**src/rtl/ysyx_24100005_regfile_unit_if.sv**
```systemverilog
// Bundles the register-file, PC and lookup-mux signals of ysyx_24100005_regfile_unit.
// The master side drives the requests; the slave side is the unit itself.
interface ysyx_24100005_regfile_unit_if #(
  parameter int ADDR_WIDTH = 5,
  parameter int DATA_WIDTH = 32,
  parameter int NR_KEY     = 4,
  parameter int KEY_LEN    = 7
);
  logic                                     rf_wen;
  logic [ADDR_WIDTH-1:0]                    rf_waddr;
  logic [DATA_WIDTH-1:0]                    rf_wdata;
  logic [ADDR_WIDTH-1:0]                    rs1addr;
  logic [ADDR_WIDTH-1:0]                    rs2addr;
  logic [DATA_WIDTH-1:0]                    rs1data;
  logic [DATA_WIDTH-1:0]                    rs2data;
  logic                                     pc_wen;
  logic [DATA_WIDTH-1:0]                    pc_din;
  logic [DATA_WIDTH-1:0]                    pc_dout;
  logic [KEY_LEN-1:0]                       mux_key;
  logic [DATA_WIDTH-1:0]                    mux_default;
  logic [NR_KEY*(KEY_LEN+DATA_WIDTH)-1:0]   mux_lut;
  logic [DATA_WIDTH-1:0]                    mux_out;

  modport master (
    output rf_wen, rf_waddr, rf_wdata, rs1addr, rs2addr,
    output pc_wen, pc_din, mux_key, mux_default, mux_lut,
    input  rs1data, rs2data, pc_dout, mux_out
  );

  modport slave (
    input  rf_wen, rf_waddr, rf_wdata, rs1addr, rs2addr,
    input  pc_wen, pc_din, mux_key, mux_default, mux_lut,
    output rs1data, rs2data, pc_dout, mux_out
  );
endinterface

```
**src/rtl/ysyx_24100005_regfile_unit.sv**
```systemverilog
// Register file (x0 hardwired to zero), PC register and priority key lookup mux.
// The three functions are independent; only the register file and PC are clocked.
module ysyx_24100005_regfile_unit #(
  parameter int                   ADDR_WIDTH = 5,
  parameter int                   DATA_WIDTH = 32,
  parameter logic [DATA_WIDTH-1:0] RESET_VAL = 32'h8000_0000,
  parameter int                   NR_KEY     = 4,
  parameter int                   KEY_LEN    = 7
) (
  input  logic clk,
  input  logic rst,
  ysyx_24100005_regfile_unit_if.slave bus
);
  localparam int DEPTH = 1 << ADDR_WIDTH;
  localparam int PAIR  = KEY_LEN + DATA_WIDTH;

  logic [DATA_WIDTH-1:0] regs [DEPTH];
  logic [DATA_WIDTH-1:0] pc_q;

  // NOTE: every entry must be cleared by reset, so the array is reset in a loop;
  // this keeps it out of RAM macros, which cannot clear all words in one cycle.
  always_ff @(posedge clk) begin
    if (!rst) begin
      for (int i = 0; i < DEPTH; i++) regs[i] <= '0;
    end else if (bus.rf_wen && bus.rf_waddr != '0) begin
      regs[bus.rf_waddr] <= bus.rf_wdata;
    end
  end

  // NOTE: state is updated with non-blocking assignments so every flop samples
  // pre-edge values regardless of statement order.
  always_ff @(posedge clk) begin
    if (!rst)           pc_q <= RESET_VAL;
    else if (bus.pc_wen) pc_q <= bus.pc_din;
  end

  // Reads see the array contents before the edge; there is deliberately no bypass.
  assign bus.rs1data = (bus.rs1addr == '0) ? '0 : regs[bus.rs1addr];
  assign bus.rs2data = (bus.rs2addr == '0) ? '0 : regs[bus.rs2addr];
  assign bus.pc_dout = pc_q;

  // Entry 0 sits in the most-significant slot. Scanning from the last entry
  // down lets the lowest-index match overwrite the others.
  always_comb begin
    // NOTE: assigning the default first means every path drives mux_out, so no latch.
    bus.mux_out = bus.mux_default;
    for (int i = NR_KEY - 1; i >= 0; i--) begin
      if (bus.mux_lut[(NR_KEY-1-i)*PAIR + DATA_WIDTH +: KEY_LEN] == bus.mux_key)
        bus.mux_out = bus.mux_lut[(NR_KEY-1-i)*PAIR +: DATA_WIDTH];
    end
  end
endmodule

```
**src/flat_wrapper.sv**
```systemverilog
// flat-port wrapper written by rule: the top's interface ports become plain ports
module ysyx_24100005_regfile_unit_flat 
#(
  parameter int                   ADDR_WIDTH = 5,
  parameter int                   DATA_WIDTH = 32,
  parameter logic [DATA_WIDTH-1:0] RESET_VAL = 32'h8000_0000,
  parameter int                   NR_KEY     = 4,
  parameter int                   KEY_LEN    = 7
)
  (clk, rst, bus_rf_wen, bus_rf_waddr, bus_rf_wdata, bus_rs1addr, bus_rs2addr, bus_pc_wen, bus_pc_din, bus_mux_key, bus_mux_default, bus_mux_lut, bus_rs1data, bus_rs2data, bus_pc_dout, bus_mux_out);
  ysyx_24100005_regfile_unit_if #(.ADDR_WIDTH(ADDR_WIDTH), .DATA_WIDTH(DATA_WIDTH), .NR_KEY(NR_KEY), .KEY_LEN(KEY_LEN)) bus_i ();
  input  logic clk;
  input  logic rst;
  input wire logic [$bits(bus_i.rf_wen)-1:0] bus_rf_wen;
  input wire logic [$bits(bus_i.rf_waddr)-1:0] bus_rf_waddr;
  input wire logic [$bits(bus_i.rf_wdata)-1:0] bus_rf_wdata;
  input wire logic [$bits(bus_i.rs1addr)-1:0] bus_rs1addr;
  input wire logic [$bits(bus_i.rs2addr)-1:0] bus_rs2addr;
  input wire logic [$bits(bus_i.pc_wen)-1:0] bus_pc_wen;
  input wire logic [$bits(bus_i.pc_din)-1:0] bus_pc_din;
  input wire logic [$bits(bus_i.mux_key)-1:0] bus_mux_key;
  input wire logic [$bits(bus_i.mux_default)-1:0] bus_mux_default;
  input wire logic [$bits(bus_i.mux_lut)-1:0] bus_mux_lut;
  output wire logic [$bits(bus_i.rs1data)-1:0] bus_rs1data;
  output wire logic [$bits(bus_i.rs2data)-1:0] bus_rs2data;
  output wire logic [$bits(bus_i.pc_dout)-1:0] bus_pc_dout;
  output wire logic [$bits(bus_i.mux_out)-1:0] bus_mux_out;
  assign bus_i.rf_wen = bus_rf_wen;
  assign bus_i.rf_waddr = bus_rf_waddr;
  assign bus_i.rf_wdata = bus_rf_wdata;
  assign bus_i.rs1addr = bus_rs1addr;
  assign bus_i.rs2addr = bus_rs2addr;
  assign bus_i.pc_wen = bus_pc_wen;
  assign bus_i.pc_din = bus_pc_din;
  assign bus_i.mux_key = bus_mux_key;
  assign bus_i.mux_default = bus_mux_default;
  assign bus_i.mux_lut = bus_mux_lut;
  assign bus_rs1data = bus_i.rs1data;
  assign bus_rs2data = bus_i.rs2data;
  assign bus_pc_dout = bus_i.pc_dout;
  assign bus_mux_out = bus_i.mux_out;
  ysyx_24100005_regfile_unit #(.ADDR_WIDTH(ADDR_WIDTH), .DATA_WIDTH(DATA_WIDTH), .RESET_VAL(RESET_VAL), .NR_KEY(NR_KEY), .KEY_LEN(KEY_LEN)) u_core (.clk(clk), .rst(rst), .bus(bus_i));
endmodule
```
**config.mk**
```make
export PLATFORM = sky130hd
export DESIGN_NAME = ysyx_24100005_regfile_unit_flat
export DESIGN_NICKNAME = d
export VERILOG_FILES = /design/src/rtl/ysyx_24100005_regfile_unit_if.sv /design/src/rtl/ysyx_24100005_regfile_unit.sv /design/src/flat_wrapper.sv
export SDC_FILE = /design/constraint.sdc
export NUM_CORES = 2
export LEC_CHECK = 0
export BUFFER_PORTS_ARGS = -buffer_cell sky130_fd_sc_hd__buf_4
export CAP_MARGIN = 40
export CORE_UTILIZATION = 45
export DETAILED_ROUTE_END_ITERATION = 12
export SKIP_CTS_REPAIR_TIMING = 1
export SLEW_MARGIN = 15
export SYNTH_ARGS = -nofsm -noshare
export SYNTH_HDL_FRONTEND = slang
export SYNTH_SLANG_ARGS = --single-unit
```
**constraint.sdc**
```tcl
create_clock -name clk -period 7.6 [get_ports clk]
set_clock_uncertainty 0.15 [all_clocks]
set_input_delay 1.52 -clock clk [delete_from_list [all_inputs] [get_ports clk]]
set_output_delay 1.52 -clock clk [all_outputs]
set_load 0.1 [all_outputs]
```
After elaboration in Yosys (flattened, before gate mapping)

Memory sizes are Yosys's and may differ from the RTL's.
Cells that the tools add are included.
W data, S select, Z words.

Word-level logic and storage cells: 24
Memories kept: 1
Latch bits: 0
Bits in read-only memories: 0
Register bits after elaboration: 32
Bits in writable memories: 1024
Input port bits: 278
Output and inout port bits: 128

Shift operators: 0
Div/mod/pow operators: 0
Muxes and demuxes: 13
Reduce and logical (&&, ||, !) cells: 5
Add/subtract/negate cells: 0
Equal/unequal tests: 4
Multipliers: 0
Bitwise operators: 0
Order comparisons: 0

Memory list:

| memory      | depth | bits a word | read ports | clocked after Yosys merged registers in | write ports | line                             | source |
|---|---|---|---|---|---|---|---|
| u_core.regs | 32    | 32          | 2          | 0                                       | 32          | ysyx_24100005_regfile_unit.sv:17 | `logic [DATA_WIDTH-1:0] regs [DEPTH];` |

Operators with widths:

| cell                | count |
|---|---|
| $mux W32            | 7 |
| $reduce_or A32 Y1   | 1 |
| $eq A7 B7 Y1        | 4 |
| $logic_not A5 Y1    | 2 |
| $mux W1             | 5 |
| $mux W5             | 1 |
| $reduce_bool A5 Y1  | 1 |
| $logic_and A1 B1 Y1 | 1 |

Depth between registers and ports, before layout

Word-level depth: 7
Depth in mapped cells: 10
Mapped depth without buffers: 5

Worst setup path after synthesis

Ideal clock, no wire load.

Kind: input -> output
From: input bus_rs1addr[2]
To: output bus_rs1data[13]
Stages on the path: 6
Data arrival time: 7.174 ns
Setup slack: -1.244 ns
Path buffers: 2
Cell sequence: buf_4 nor2_1 clkbuf_1 a22oi_1 and3_1 a2111oi_0

Longest elaborated chain between the ends: 2
Elaborated cells between the ends (all ways): 3

Ends and longest elaborated chain:

| element                                             | line                             | source |
|---|---|---|
| from (decl)                                         | flat_wrapper.sv:17               | `input wire logic [$bits(bus_i.rs1addr)-1:0] bus_rs1addr;` |
| $mem_v2 Z32 W32 or $logic_not A5 Y1 (tied branches) | n/a                              |  |
| $mux W32 (*)                                        | ysyx_24100005_regfile_unit.sv:38 | `assign bus.rs1data = (bus.rs1addr == '0) ? '0 : regs[bus.rs1addr];` |
| to (decl)                                           | flat_wrapper.sv:24               | `output wire logic [$bits(bus_i.rs1data)-1:0] bus_rs1data;` |

Every way passes the cells marked *; elsewhere a longest branch is shown, timed or not.

Worst setup path in the final report

From: input bus_rs2addr[3]
To: output bus_rs2data[29]

Longest elaborated chain between the ends: 2
Elaborated cells between the ends (all ways): 3

Ends and longest elaborated chain:

| element                                             | line                             | source |
|---|---|---|
| from (decl)                                         | flat_wrapper.sv:18               | `input wire logic [$bits(bus_i.rs2addr)-1:0] bus_rs2addr;` |
| $mem_v2 Z32 W32 or $logic_not A5 Y1 (tied branches) | n/a                              |  |
| $mux W32 (*)                                        | ysyx_24100005_regfile_unit.sv:39 | `assign bus.rs2data = (bus.rs2addr == '0) ? '0 : regs[bus.rs2addr];` |
| to (decl)                                           | flat_wrapper.sv:25               | `output wire logic [$bits(bus_i.rs2data)-1:0] bus_rs2data;` |

Marks and branches as above.

==> run summary <==
Total overflow reported by the global router - 0
Number of global-route vias before repair - 37600
FF-to-FF setup slack - 6.81 ns
Clock sink count - 1056
Max Fclk - 158 MHz
Launching element type of the critical path - primary input
Crit path cell chain - buf_4 > nor2b_4 > buf_4 > a22o_1 > a211oi_1 > a211oi_1 > buf_4
Switching fraction of total power - 28.0%
Die width - 359 um
Terminus of the critical flop-to-flop path - u_core.bus.pc_dout[0]
Die Y - 359 um
Placed Cells incl. Taps - 5760
Post-synthesis simple-gate area fraction - 12.9%
Via count normalized by instance count - 6.47
Proportion of synthesized chip area in sequential cells - 54.7%
Class of the tightest hold or removal check - register to register
Run status - finished, final reports clean
DRC - 0
Final setup TNS - 0 ns
Maximum clock insertion buffer count - 3
Largest family of logic cells by synthesized area - multiplexers
Syn. warnings - 0
Worst-Margin Slew - 0.969 ns
Multiplexer fraction of the synthesized cell area - 21.9%
Fraction of power consumed by sequential logic - 45.7%
Cell area after technology mapping - 57400 um^2
Part of the power in the clock network - 37.6%
Pre-CTS setup slack - 1.25 ns
Count of unique library cells instantiated by Yosys - 48
Non-filler instance count after layout - 5978
Cell leakage power - 23.7 nW
Wire length of the first global-routing pass - 286000 um
Syn_area_per_cell - 14.5 um^2
Number of rows in the core area - 130
P_int - 10.8 mW
Post-route setup slack - 1.29 ns
Compound-Gate Fraction of Synth Area - 6.15%
Relative slew margins - 35.4%
Clk pin slew, worst setup/hold paths - 0.06 ns
Overall via count from detail_route - 38648
Placeable core area - 126000 um^2
Count of input and output buffers - 405
Number of ports placed on the die boundary - 406
Antenna violation net count after detailed routing - 0
Gate count of the mapped netlist - 3946
Pins over their slew limit - 0
Maximum fanout along the worst path - 43
Largest net degree at the start of global routing - 74
Final hold violation count - 0
Clock root cell - sky130_fd_sc_hd__clkbuf_16
Fillers - 10291
Final HPWL from detailed placement - 128000 um
Most repeated library cell on the critical path - sky130_fd_sc_hd__buf_4
Global Route Usage Sum - 31.0%
Slowest stage cell, crit path - sky130_fd_sc_hd__nor2b_4
Synth-to-layout area growth - 16.1%
Arrival time at the worst endpoint - 4.64 ns
CTS tree - yes
Endpoints failing setup - 0
Initial standard-cell utilization of the core - 45.5%
Area of the die - 129000 um^2
Adder-Cell Fraction of Synth Area - 0%
Unrepaired setup endpoints after global routing - false
Share of flip-flops with an asynchronous set or reset - 0%
Hold endpoint - u_core.bus.pc_dout[31]
Cell Area, Placed - 62900 um^2
Most common flop cell mapped by yosys - sky130_fd_sc_hd__edfxtp_1
Yosys reg bits - 1056
Final layout net count - 4511
Post-Layout Inst Area - 66600 um^2
Number of max-cap violations - 0
Final worst-path cycle share - 83.1%
GPL Wtd Cong - 0.934
Power density over cell area - 225 nW/um^2
Worst-skew pair later-pin latency - 0.73 ns
Slowest stage delay, CP - 0.82 ns
Sum of routed wire length over all layers - 203000 um
Critical path class - primary input to primary output
Number of flops mapped to enable cells by yosys - 1024
Wire length per cell after detailed routing - 33.9 um
Minimum clock period after layout - 6.31 ns
Logic pwr share - 16.7%
Launch instance of the worst register-to-register path - u_core.bus.pc_dout[0]
Instance count along the most critical hold path - 2
Max rail drop VDD - 0.165 mV
Layout Utilization - 52.9%
Number of iterations in the first detailed-routing pass - 6
Required time of the critical path - 5.93 ns
Starting DRT DRC Count - 5598
Critical Path Sink Type - primary output
Hold path start - u_core.bus.pc_dout[31]
Xor and xnor fraction of the mapped netlist area - 0.427%
Share of cells above drive strength 1 - 29.2%
Count of H-tree levels built during CTS - 3
Initial antenna violation count - 15
Length in cells of the worst reg-to-reg path - 2
Number of buffers added by the clock tree synthesis step - 117
Net switching power - 4.20 mW
[registers in the layout (all words and copies together), names as in the netlist]
register	flops
u_core.bus.pc_dout	32
u_core.regs	1024
[per-stage QoR]
step	power (mW)	hold slack, ns
after CTS	15.0	0.338
after global placement	9.43	0.311
final	15.0	0.335
after detailed placement	9.45	0.316
after floorplan	8.55	0.825
after global routing	15.4	0.368
[synth_stat cells (43+ instances only)]
cell | number | area [um^2]
sky130_fd_sc_hd__clkbuf_1 | 280 | 1050
sky130_fd_sc_hd__buf_4 | 43 | 323
sky130_fd_sc_hd__a211oi_1 | 119 | 893
sky130_fd_sc_hd__edfxtp_1 | 1024 | 30700
sky130_fd_sc_hd__buf_2 | 76 | 380
sky130_fd_sc_hd__a31oi_1 | 53 | 332
sky130_fd_sc_hd__mux4_1 | 44 | 1160
sky130_fd_sc_hd__nor2_1 | 115 | 432
sky130_fd_sc_hd__mux2i_1 | 164 | 1640
sky130_fd_sc_hd__and2_1 | 995 | 6220
sky130_fd_sc_hd__a22oi_1 | 85 | 638
sky130_fd_sc_hd__mux4_2 | 421 | 9480
[layer usage]
layer | GRT usage, % | vias to the layer above | part of all wire, %
met1 | 43.7 | 20055 | 41
met2 | 47.9 | 2405 | 46
met4 | 10.4 | 10 | 3.3
met5 | 0 | - | 0.035
met3 | 6.33 | 391 | 10
li1 | - | 15787 | -
[how the worst max path moves through the flow]
stage | startpoint | to | slack, ns | depth (start not counted)
final | bus_rs2addr[3] | bus_rs2data[29] | 1.29 | 7
after floorplan | bus_rs1addr[2] | bus_rs1data[13] | 0.11 | 6
after CTS | bus_rs1addr[2] | bus_rs1data[0] | 1.19 | 8
after global routing | bus_rs1addr[0] | bus_rs1data[29] | 1.13 | 9
after detailed placement | bus_rs1addr[2] | bus_rs1data[0] | 1.25 | 8
after global placement | bus_rs1addr[2] | bus_rs1data[29] | 1.24 | 8
[cells by family after synthesis]
group	Yosys count
mux	650
flops	1056
other cells	1
compound gates	497
simple gates	1245
xor+xnor	28
buf+inv	469
[layout by cell type (no fill, tap or decap), drive strengths merged, types with 3 or more instances in the layout]
cell type  instances
and2             995
a211oi           119
nand3             13
nor2             115
bufinv            10
nand2             19
a21boi            32
clkbuf           156
dfxtp             32
o21ai             35
xnor2             11
buf              572
nand3b             3
xor2              17
o221ai            28
nor3              36
edfxtp          1024
a21oi             41
conb              32
nand4              4
a22o              34
inv               36
mux2i            164
o22ai             27
mux4             467
a22oi             85
mux2              19
and3              32
nor4               4
a31oi             53
nor2b             15
o31ai             32
clkinv            44
a2111oi           10
[power groups by stage]
stage,clock network [mW],registers (mW),logic (mW)
3_3_place_gp,0,6.96,2.47
3_5_place_dp,0,6.98,2.47
5_1_grt,5.89,6.90,2.57
2_1_floorplan,0,7.00,1.55
6_report,5.64,6.87,2.50
4_1_cts,5.68,6.86,2.48
[area by class of cell]
class	instances	area [um^2]	area share (%)
clock inverter	57	548	0.823
inverter	33	124	0.186
antenna	2	5.00	0.00751
timing repair buffer	573	4770	7.16
sequential	1056	31400	47.1
tap	1650	2060	3.10
clock buffer	155	3180	4.78
multi-input combinational	2452	24500	36.8
[critical path: cells and delay by family]
| kind | cells | cell delay [ns] |
|---|---|---|
| AOI/OAI and AO/OA | 3 | 0.90 |
| and+or+nand+nor | 1 | 0.82 |
| buffers and inverters | 3 | 1.34 |
Note: power is estimated with default switching activity, not from simulation.
